File: config.mk
export PLATFORM = sky130hd
export DESIGN_NAME = sevenseg_scan_decoder
export DESIGN_NICKNAME = d
export VERILOG_FILES = /design/src/rtl/sevenseg_pkg.sv /design/src/rtl/sevenseg_input_sync.sv /design/src/rtl/sevenseg_scan_decoder.sv
export SDC_FILE = /design/constraint.sdc
export NUM_CORES = 1
export LEC_CHECK = 0
export ABC_CLOCK_PERIOD_IN_PS = 5350
export CAP_MARGIN = 20
export CELL_PAD_IN_SITES_DETAIL_PLACEMENT = 0
export CELL_PAD_IN_SITES_GLOBAL_PLACEMENT = 1
export CORE_UTILIZATION = 50
export CTS_BUF_LIST = sky130_fd_sc_hd__clkbuf_16
export CTS_CLUSTER_DIAMETER = 80
export DETAILED_ROUTE_END_ITERATION = 8
export PLACE_DENSITY_LB_ADDON = 0.1
export SLEW_MARGIN = 25
export SYNTH_ARGS = -nofsm -noshare
export SYNTH_HDL_FRONTEND = slang
export SYNTH_SLANG_ARGS = --single-unit
File: constraint.sdc
create_clock -name clock -period 5.35 [get_ports clock]
set_clock_uncertainty 0.15 [all_clocks]
set_input_delay 0.535 -clock clock [delete_from_list [all_inputs] [get_ports clock]]
set_output_delay 0.535 -clock clock [all_outputs]
set_load 0.01 [all_outputs]
File: src/rtl/sevenseg_pkg.sv
// Shared seven-segment glyph definitions (segment bit 0 = a ... bit 6 = g, 1 = lit)
// used by both the scan decoder and the display driver.
package sevenseg_pkg;

    localparam logic [6:0] GLYPH_0     = 7'h3F;
    localparam logic [6:0] GLYPH_1     = 7'h06;
    localparam logic [6:0] GLYPH_2     = 7'h5B;
    localparam logic [6:0] GLYPH_3     = 7'h4F;
    localparam logic [6:0] GLYPH_4     = 7'h66;
    localparam logic [6:0] GLYPH_5     = 7'h6D;
    localparam logic [6:0] GLYPH_6     = 7'h7D;
    localparam logic [6:0] GLYPH_7     = 7'h07;
    localparam logic [6:0] GLYPH_8     = 7'h7F;
    localparam logic [6:0] GLYPH_9     = 7'h6F;
    localparam logic [6:0] GLYPH_A     = 7'h77;
    localparam logic [6:0] GLYPH_B     = 7'h7C;
    localparam logic [6:0] GLYPH_C     = 7'h39;
    localparam logic [6:0] GLYPH_D     = 7'h5E;
    localparam logic [6:0] GLYPH_E     = 7'h79;
    localparam logic [6:0] GLYPH_F     = 7'h71;
    localparam logic [6:0] GLYPH_BLANK = 7'h00;

    localparam int         SCAN_W  = 12;
    localparam logic [7:0] CNT_MAX = 8'hFF;

    typedef struct packed {
        logic       legal;
        logic       blank;
        logic [3:0] nibble;
    } seg_decode_t;

    typedef enum logic [0:0] {
        ST_IDLE    = 1'b0,
        ST_COLLECT = 1'b1
    } frame_state_t;

    function automatic seg_decode_t seg_to_nibble(input logic [6:0] seg);
        seg_decode_t r;
        r.legal  = 1'b1;
        r.blank  = 1'b0;
        r.nibble = 4'h0;
        case (seg)
            GLYPH_0:     r.nibble = 4'h0;
            GLYPH_1:     r.nibble = 4'h1;
            GLYPH_2:     r.nibble = 4'h2;
            GLYPH_3:     r.nibble = 4'h3;
            GLYPH_4:     r.nibble = 4'h4;
            GLYPH_5:     r.nibble = 4'h5;
            GLYPH_6:     r.nibble = 4'h6;
            GLYPH_7:     r.nibble = 4'h7;
            GLYPH_8:     r.nibble = 4'h8;
            GLYPH_9:     r.nibble = 4'h9;
            GLYPH_A:     r.nibble = 4'hA;
            GLYPH_B:     r.nibble = 4'hB;
            GLYPH_C:     r.nibble = 4'hC;
            GLYPH_D:     r.nibble = 4'hD;
            GLYPH_E:     r.nibble = 4'hE;
            GLYPH_F:     r.nibble = 4'hF;
            GLYPH_BLANK: r.blank  = 1'b1;
            default:     r.legal  = 1'b0;
        endcase
        return r;
    endfunction

    // Driver-side inverse so both ends of the display bus share one glyph table.
    function automatic logic [6:0] nibble_to_seg(input logic [3:0] nib);
        logic [6:0] s;
        case (nib)
            4'h0:    s = GLYPH_0;
            4'h1:    s = GLYPH_1;
            4'h2:    s = GLYPH_2;
            4'h3:    s = GLYPH_3;
            4'h4:    s = GLYPH_4;
            4'h5:    s = GLYPH_5;
            4'h6:    s = GLYPH_6;
            4'h7:    s = GLYPH_7;
            4'h8:    s = GLYPH_8;
            4'h9:    s = GLYPH_9;
            4'hA:    s = GLYPH_A;
            4'hB:    s = GLYPH_B;
            4'hC:    s = GLYPH_C;
            4'hD:    s = GLYPH_D;
            4'hE:    s = GLYPH_E;
            4'hF:    s = GLYPH_F;
            default: s = GLYPH_BLANK;
        endcase
        return s;
    endfunction

endpackage

File: src/rtl/sevenseg_input_sync.sv
// Two-flop synchronizer of configurable width; resets to a caller-chosen
// value so the downstream logic sees an idle bus while in reset.
module sevenseg_input_sync #(
    parameter int               WIDTH     = 12,
    parameter logic [WIDTH-1:0] RESET_VAL = {WIDTH{1'b1}}
) (
    input  logic             clk_i,
    input  logic             rst_ni,
    input  logic [WIDTH-1:0] data_i,
    output logic [WIDTH-1:0] data_o
);

    logic [WIDTH-1:0] meta_q;
    logic [WIDTH-1:0] sync_q;

    // Synchronizer flop chain.
    always_ff @(posedge clk_i or negedge rst_ni) begin
        if (!rst_ni) begin
            meta_q <= RESET_VAL;
            sync_q <= RESET_VAL;
        end else begin
            meta_q <= data_i;
            sync_q <= meta_q;
        end
    end

    assign data_o = sync_q;

endmodule

File: src/rtl/sevenseg_scan_decoder.sv
// Observes a multiplexed seven-segment scan bus and rebuilds the four displayed
// hex digits, publishing a frame once every digit position has been captured.
module sevenseg_scan_decoder
    import sevenseg_pkg::*;
#(
    parameter int SETTLE_CYCLES  = 4,
    parameter int TIMEOUT_CYCLES = 1_000_000
) (
    input  logic        clock,
    input  logic        reset_n,
    input  logic [3:0]  anode,
    input  logic [7:0]  cathode,
    output logic [15:0] value,
    output logic [3:0]  dp,
    output logic [3:0]  blank,
    output logic        valid,
    output logic        illegal,
    output logic        stale
);

    localparam logic [7:0]  SETTLE_LAST = 8'(SETTLE_CYCLES - 1);
    localparam logic [23:0] TMO_LIMIT   = 24'(TIMEOUT_CYCLES);
    localparam logic [23:0] TMO_MAX     = 24'hFFFFFF;

    logic [SCAN_W-1:0] sample_s;
    logic [SCAN_W-1:0] prev_q;
    logic [7:0]        cnt_q, cnt_d;
    logic [23:0]       tmo_q, tmo_d;
    logic              capture_pt_s, capture_s, one_hot_s, multi_s;
    logic [1:0]        idx_s;
    logic [3:0]        seen_next_s;
    seg_decode_t       dec_s;

    frame_state_t      state_q, state_d;
    logic [3:0]        seen_q, seen_d;
    logic [15:0]       sh_val_q, sh_val_d;
    logic [3:0]        sh_dp_q, sh_dp_d;
    logic [3:0]        sh_blank_q, sh_blank_d;
    logic [15:0]       value_q, value_d;
    logic [3:0]        dp_q, dp_d;
    logic [3:0]        blank_q, blank_d;
    logic              valid_q, valid_d;
    logic              illegal_q, illegal_d;
    logic              stale_q, stale_d;

    sevenseg_input_sync #(
        .WIDTH     (SCAN_W),
        .RESET_VAL ({SCAN_W{1'b1}})
    ) u_sync (
        .clk_i  (clock),
        .rst_ni (reset_n),
        .data_i ({anode, cathode}),
        .data_o (sample_s)
    );

    // Dwell length of the current synchronized sample, saturating.
    always_comb begin
        if (sample_s == prev_q) begin
            if (cnt_q == CNT_MAX) begin
                cnt_d = cnt_q;
            end else begin
                cnt_d = cnt_q + 8'd1;
            end
        end else begin
            cnt_d = 8'd0;
        end
    end

    // Exactly one capture point per dwell since the counter passes this value once.
    assign capture_pt_s = (cnt_d == SETTLE_LAST);

    // Anode classification: which digit is selected and whether the bus is ambiguous.
    always_comb begin
        idx_s     = 2'd0;
        one_hot_s = 1'b0;
        multi_s   = 1'b0;
        case (sample_s[11:8])
            4'b1110: begin idx_s = 2'd0; one_hot_s = 1'b1; end
            4'b1101: begin idx_s = 2'd1; one_hot_s = 1'b1; end
            4'b1011: begin idx_s = 2'd2; one_hot_s = 1'b1; end
            4'b0111: begin idx_s = 2'd3; one_hot_s = 1'b1; end
            4'b1111: begin idx_s = 2'd0; one_hot_s = 1'b0; end
            default: begin idx_s = 2'd0; multi_s   = 1'b1; end
        endcase
    end

    assign capture_s   = capture_pt_s & one_hot_s;
    assign dec_s       = seg_to_nibble(~sample_s[6:0]);
    assign seen_next_s = seen_q | (4'b0001 << idx_s);
    assign illegal_d   = illegal_q | (capture_s & ~dec_s.legal) | (capture_pt_s & multi_s);

    // Cycles since the last capture; a capture always wins over an expiring timeout.
    always_comb begin
        if (capture_s) begin
            tmo_d = 24'd0;
        end else if (tmo_q == TMO_MAX) begin
            tmo_d = tmo_q;
        end else begin
            tmo_d = tmo_q + 24'd1;
        end
    end

    // Frame assembly FSM: next state, shadow slots and output frame.
    always_comb begin
        state_d    = state_q;
        seen_d     = seen_q;
        sh_val_d   = sh_val_q;
        sh_dp_d    = sh_dp_q;
        sh_blank_d = sh_blank_q;
        value_d    = value_q;
        dp_d       = dp_q;
        blank_d    = blank_q;
        valid_d    = 1'b0;
        stale_d    = stale_q;
        if (capture_s) begin
            sh_val_d[{idx_s, 2'b00} +: 4] = dec_s.nibble;
            sh_dp_d[idx_s]                = ~sample_s[7];
            sh_blank_d[idx_s]             = dec_s.blank;
            if (seen_next_s == 4'hF) begin
                value_d = sh_val_d;
                dp_d    = sh_dp_d;
                blank_d = sh_blank_d;
                valid_d = 1'b1;
                stale_d = 1'b0;
                seen_d  = 4'h0;
                state_d = ST_IDLE;
            end else begin
                seen_d  = seen_next_s;
                state_d = ST_COLLECT;
            end
        end else if ((state_q == ST_COLLECT) && (tmo_d == TMO_LIMIT)) begin
            seen_d  = 4'h0;
            stale_d = 1'b1;
            state_d = ST_IDLE;
        end else begin
            state_d = state_q;
        end
    end

    // State and output registers.
    always_ff @(posedge clock or negedge reset_n) begin
        if (!reset_n) begin
            prev_q     <= {SCAN_W{1'b1}};
            cnt_q      <= 8'd0;
            tmo_q      <= 24'd0;
            state_q    <= ST_IDLE;
            seen_q     <= 4'h0;
            sh_val_q   <= 16'h0000;
            sh_dp_q    <= 4'h0;
            sh_blank_q <= 4'h0;
            value_q    <= 16'h0000;
            dp_q       <= 4'h0;
            blank_q    <= 4'h0;
            valid_q    <= 1'b0;
            illegal_q  <= 1'b0;
            stale_q    <= 1'b0;
        end else begin
            prev_q     <= sample_s;
            cnt_q      <= cnt_d;
            tmo_q      <= tmo_d;
            state_q    <= state_d;
            seen_q     <= seen_d;
            sh_val_q   <= sh_val_d;
            sh_dp_q    <= sh_dp_d;
            sh_blank_q <= sh_blank_d;
            value_q    <= value_d;
            dp_q       <= dp_d;
            blank_q    <= blank_d;
            valid_q    <= valid_d;
            illegal_q  <= illegal_d;
            stale_q    <= stale_d;
        end
    end

    assign value   = value_q;
    assign dp      = dp_q;
    assign blank   = blank_q;
    assign valid   = valid_q;
    assign illegal = illegal_q;
    assign stale   = stale_q;

endmodule
==> reports/qor.txt <==
layout cell share with drive strength beyond 1 -> 16.77%
Crit Path Category -> reg2reg
Post-DP HPWL -> 8435 um
die height -> 111.9 um
via count -> 4257
final hold slack -> -0.003743 ns
worst slew pin tran -> 0.6944 ns
final-report hold violation count -> 15
Post-CTS Setup Inserts -> 0
input/output buffers -> 40
CP required -> 5.50 ns
CTS tree -> yes
CTS Hold Bufs -> 0
Worst Setup End Kind -> flip-flop
Mapped Nets -> 604
GRT overflow -> 0
IO Count -> 41
top post-synthesis cells by count -> dfrtp_1, nand2_1, o21ai_0
Iter 0 DRT Violations -> 235
CTS buffer count -> 17
Yosys top cell area share -> 36.48%
sequential area share after synthesis -> 52.15%
slew margin rel. -> 53.70%
Synthesis Warnings -> 0
CTS root buffer -> clkbuf_16
vias in the first global route -> 4210
critical path data arrival time -> 3.59 ns
nets@finish -> 643
first-pass GRT wire length -> 21140 um
Top FF cell, synth -> dfrtp_1
ANT nets after route -> 0
VDD IR max -> 209.8 uV
antenna cell count -> 0
max cap viols -> 0
LEAKAGE -> 3.085 nW
failing checks -> design-rule violations, negative hold slack
largest fanout on the critical path -> 44
Avg Synthesized Cell Area -> 10.41 um^2
largest net degree at the start of global routing -> 82
drt pass-1 iters -> 9
status -> finished, violations left
f_max -> 290.8 MHz
Cell Area, Synth -> 6037 um^2
ys async rst share -> 100.0%
worst skew pair latency -> 0.41 ns
setup TNS -> 0 ns
initial antenna violation count -> 0
R2R setup slack -> 1.91 ns
H-tree depth -> 4
Area Growth Syn to Fin -> 17.24%
Vias/cell -> 5.493
Post-synth EDFFs -> 0
area leader, netlist -> dfrtp_1
row cnt -> 39
CTS Sinks -> 124
crit start category -> flip-flop
Core Footprint -> 11610 um^2
most common cell in the netlist -> dfrtp_1
final worst path period need -> 3.439 ns
RSZ-0062 raised after global routing -> no
RD Place Congestion -> 0.8595
die width -> 111.9 um
Tcrit/Tclk final -> 64.29%
Reg-to-Reg Start -> u_sync.data_o[4]
R2R cell count -> 8
Post-Syn Instances -> 580
Distinct cells, synth -> 65
CTS clk-pin slew, worst paths -> 0.05 ns
Starting Density -> 51.98%
Hold/Removal Path Class -> in2async
All-Layer GR Usage -> 21.97%
post-CTS sizing -> 0
final design utilization -> 60.95%
max-slew violations -> 0
Setup-failing EPs final -> 0
full die area -> 12520 um^2
Synth Register Bits -> 124
overall routed net length -> 12400 um
CTS Buffer Depth -> 2
WL per Instance -> 16.00 um
Reg-to-Reg End -> value[3]
Final Total Pwr -> 2.176 mW
Power Density -> 307.4 nW/um^2
Synth area leaders -> dfrtp_1, dfstp_2, nand2_1
# DRC -> 3
==> logic make-up after synthesis <==
kind of cell	synth area share, %
AND/OR/NAND/NOR	18.96
flip-flops	52.15
AO/OA/AOI/OAI	10.98
buffers and inverters	4.373
XOR/XNOR	5.078
multiplexers	6.218
adder cells (fa/ha/maj)	2.238
==> registers in the layout, indices dropped and copies added, names as in the netlist, 8 cells and up <==
| register | cells |
|---|---|
| cnt_q | 8 |
| prev_q | 12 |
| sh_val_q | 16 |
| tmo_q | 24 |
| u_sync.data_o | 12 |
| u_sync.meta_q | 12 |
| value | 16 |
==> layer usage <==
metal | routed length (um) | vias up | global-route usage (%)
li1 | - | 2105 | -
met1 | 5763 | 2074 | 28.81
met2 | 6212 | 71 | 35.28
met3 | 349 | 7 | 5.716
met4 | 74 | 0 | 7.748
met5 | 0 | - | 0
==> power breakdown <==
| group | internal (mW) | total, mW | switching, mW | leakage (nW) |
|---|---|---|---|---|
| sequential | 0.964 | 0.981 | 0.0171 | 1.59 |
| clock | 0.714 | 1.12 | 0.405 | 0.307 |
| combinational | 0.0284 | 0.0755 | 0.0471 | 1.18 |
| total | 1.71 | 2.18 | 0.469 | 3.09 |
==> placed cells by master, fill, tap and decap left out, types with 4 or more instances in the layout <==
| cell type | count |
|---|---|
| ha_1 | 10 |
| o21ai_0 | 47 |
| mux2_4 | 6 |
| or3_1 | 4 |
| nor2_1 | 45 |
| nor3_2 | 5 |
| clkinv_2 | 4 |
| nand3_1 | 26 |
| nand2_1 | 67 |
| clkdlybuf4s50_1 | 39 |
| inv_1 | 30 |
| dfstp_2 | 36 |
| clkbuf_16 | 20 |
| xnor2_1 | 9 |
| nand4_1 | 5 |
| mux2i_1 | 15 |
| nor3_1 | 10 |
| dfrtp_1 | 88 |
| a21oi_1 | 25 |
| a31oi_1 | 4 |
| nor4b_1 | 4 |
| mux2_2 | 11 |
| xor2_1 | 26 |
| and3_1 | 5 |
| o22ai_1 | 16 |
| nor2b_1 | 7 |
| nand2b_1 | 5 |
==> critical path, stage by stage (launching register included) <==
cell and delay (ns):
dfstp_2 0.69, xor2_1 0.12, nor4_2 0.30, nand3_2 0.26, nor4_4 0.35, buf_4 0.46, nand2_4 0.26, clkinv_2 0.34
mux2_2 0.38
==> per-stage QoR <==
stage	hold slack [ns]	instance area, um^2	setup slack [ns]	std cells
floorplan	0.08941	6037	2.647	580
global placement	0.1960	6479	1.956	743
detailed placement	0.1968	6479	1.904	743
CTS	0.1605	7069	1.862	775
global route	0.05355	7078	1.613	775
finish	-0.003743	7078	1.911	775
==> how the worst max path moves through the flow <==
| stage | start | endpoint | cells past startpoint |
|---|---|---|---|
| after CTS | u_sync.data_o[4] | value[2] | 8 |
| after detailed placement | u_sync.data_o[4] | value[2] | 8 |
| after global routing | u_sync.data_o[0] | value[7] | 8 |
| after global placement | u_sync.data_o[4] | value[4] | 8 |
| final | u_sync.data_o[4] | value[3] | 8 |
| after floorplan | u_sync.data_o[11] | value[10] | 9 |
==> layout make-up <==
class,count,area [um^2]
timing repair buffer,43,424.2
tap,143,178.9
clock inverter,12,90.09
fill,1019,4536
clock buffer,20,500.5
multi-input combinational,405,2630
sequential,124,3148
inverter,28,106.4
(Power assumes the default switching activity.)
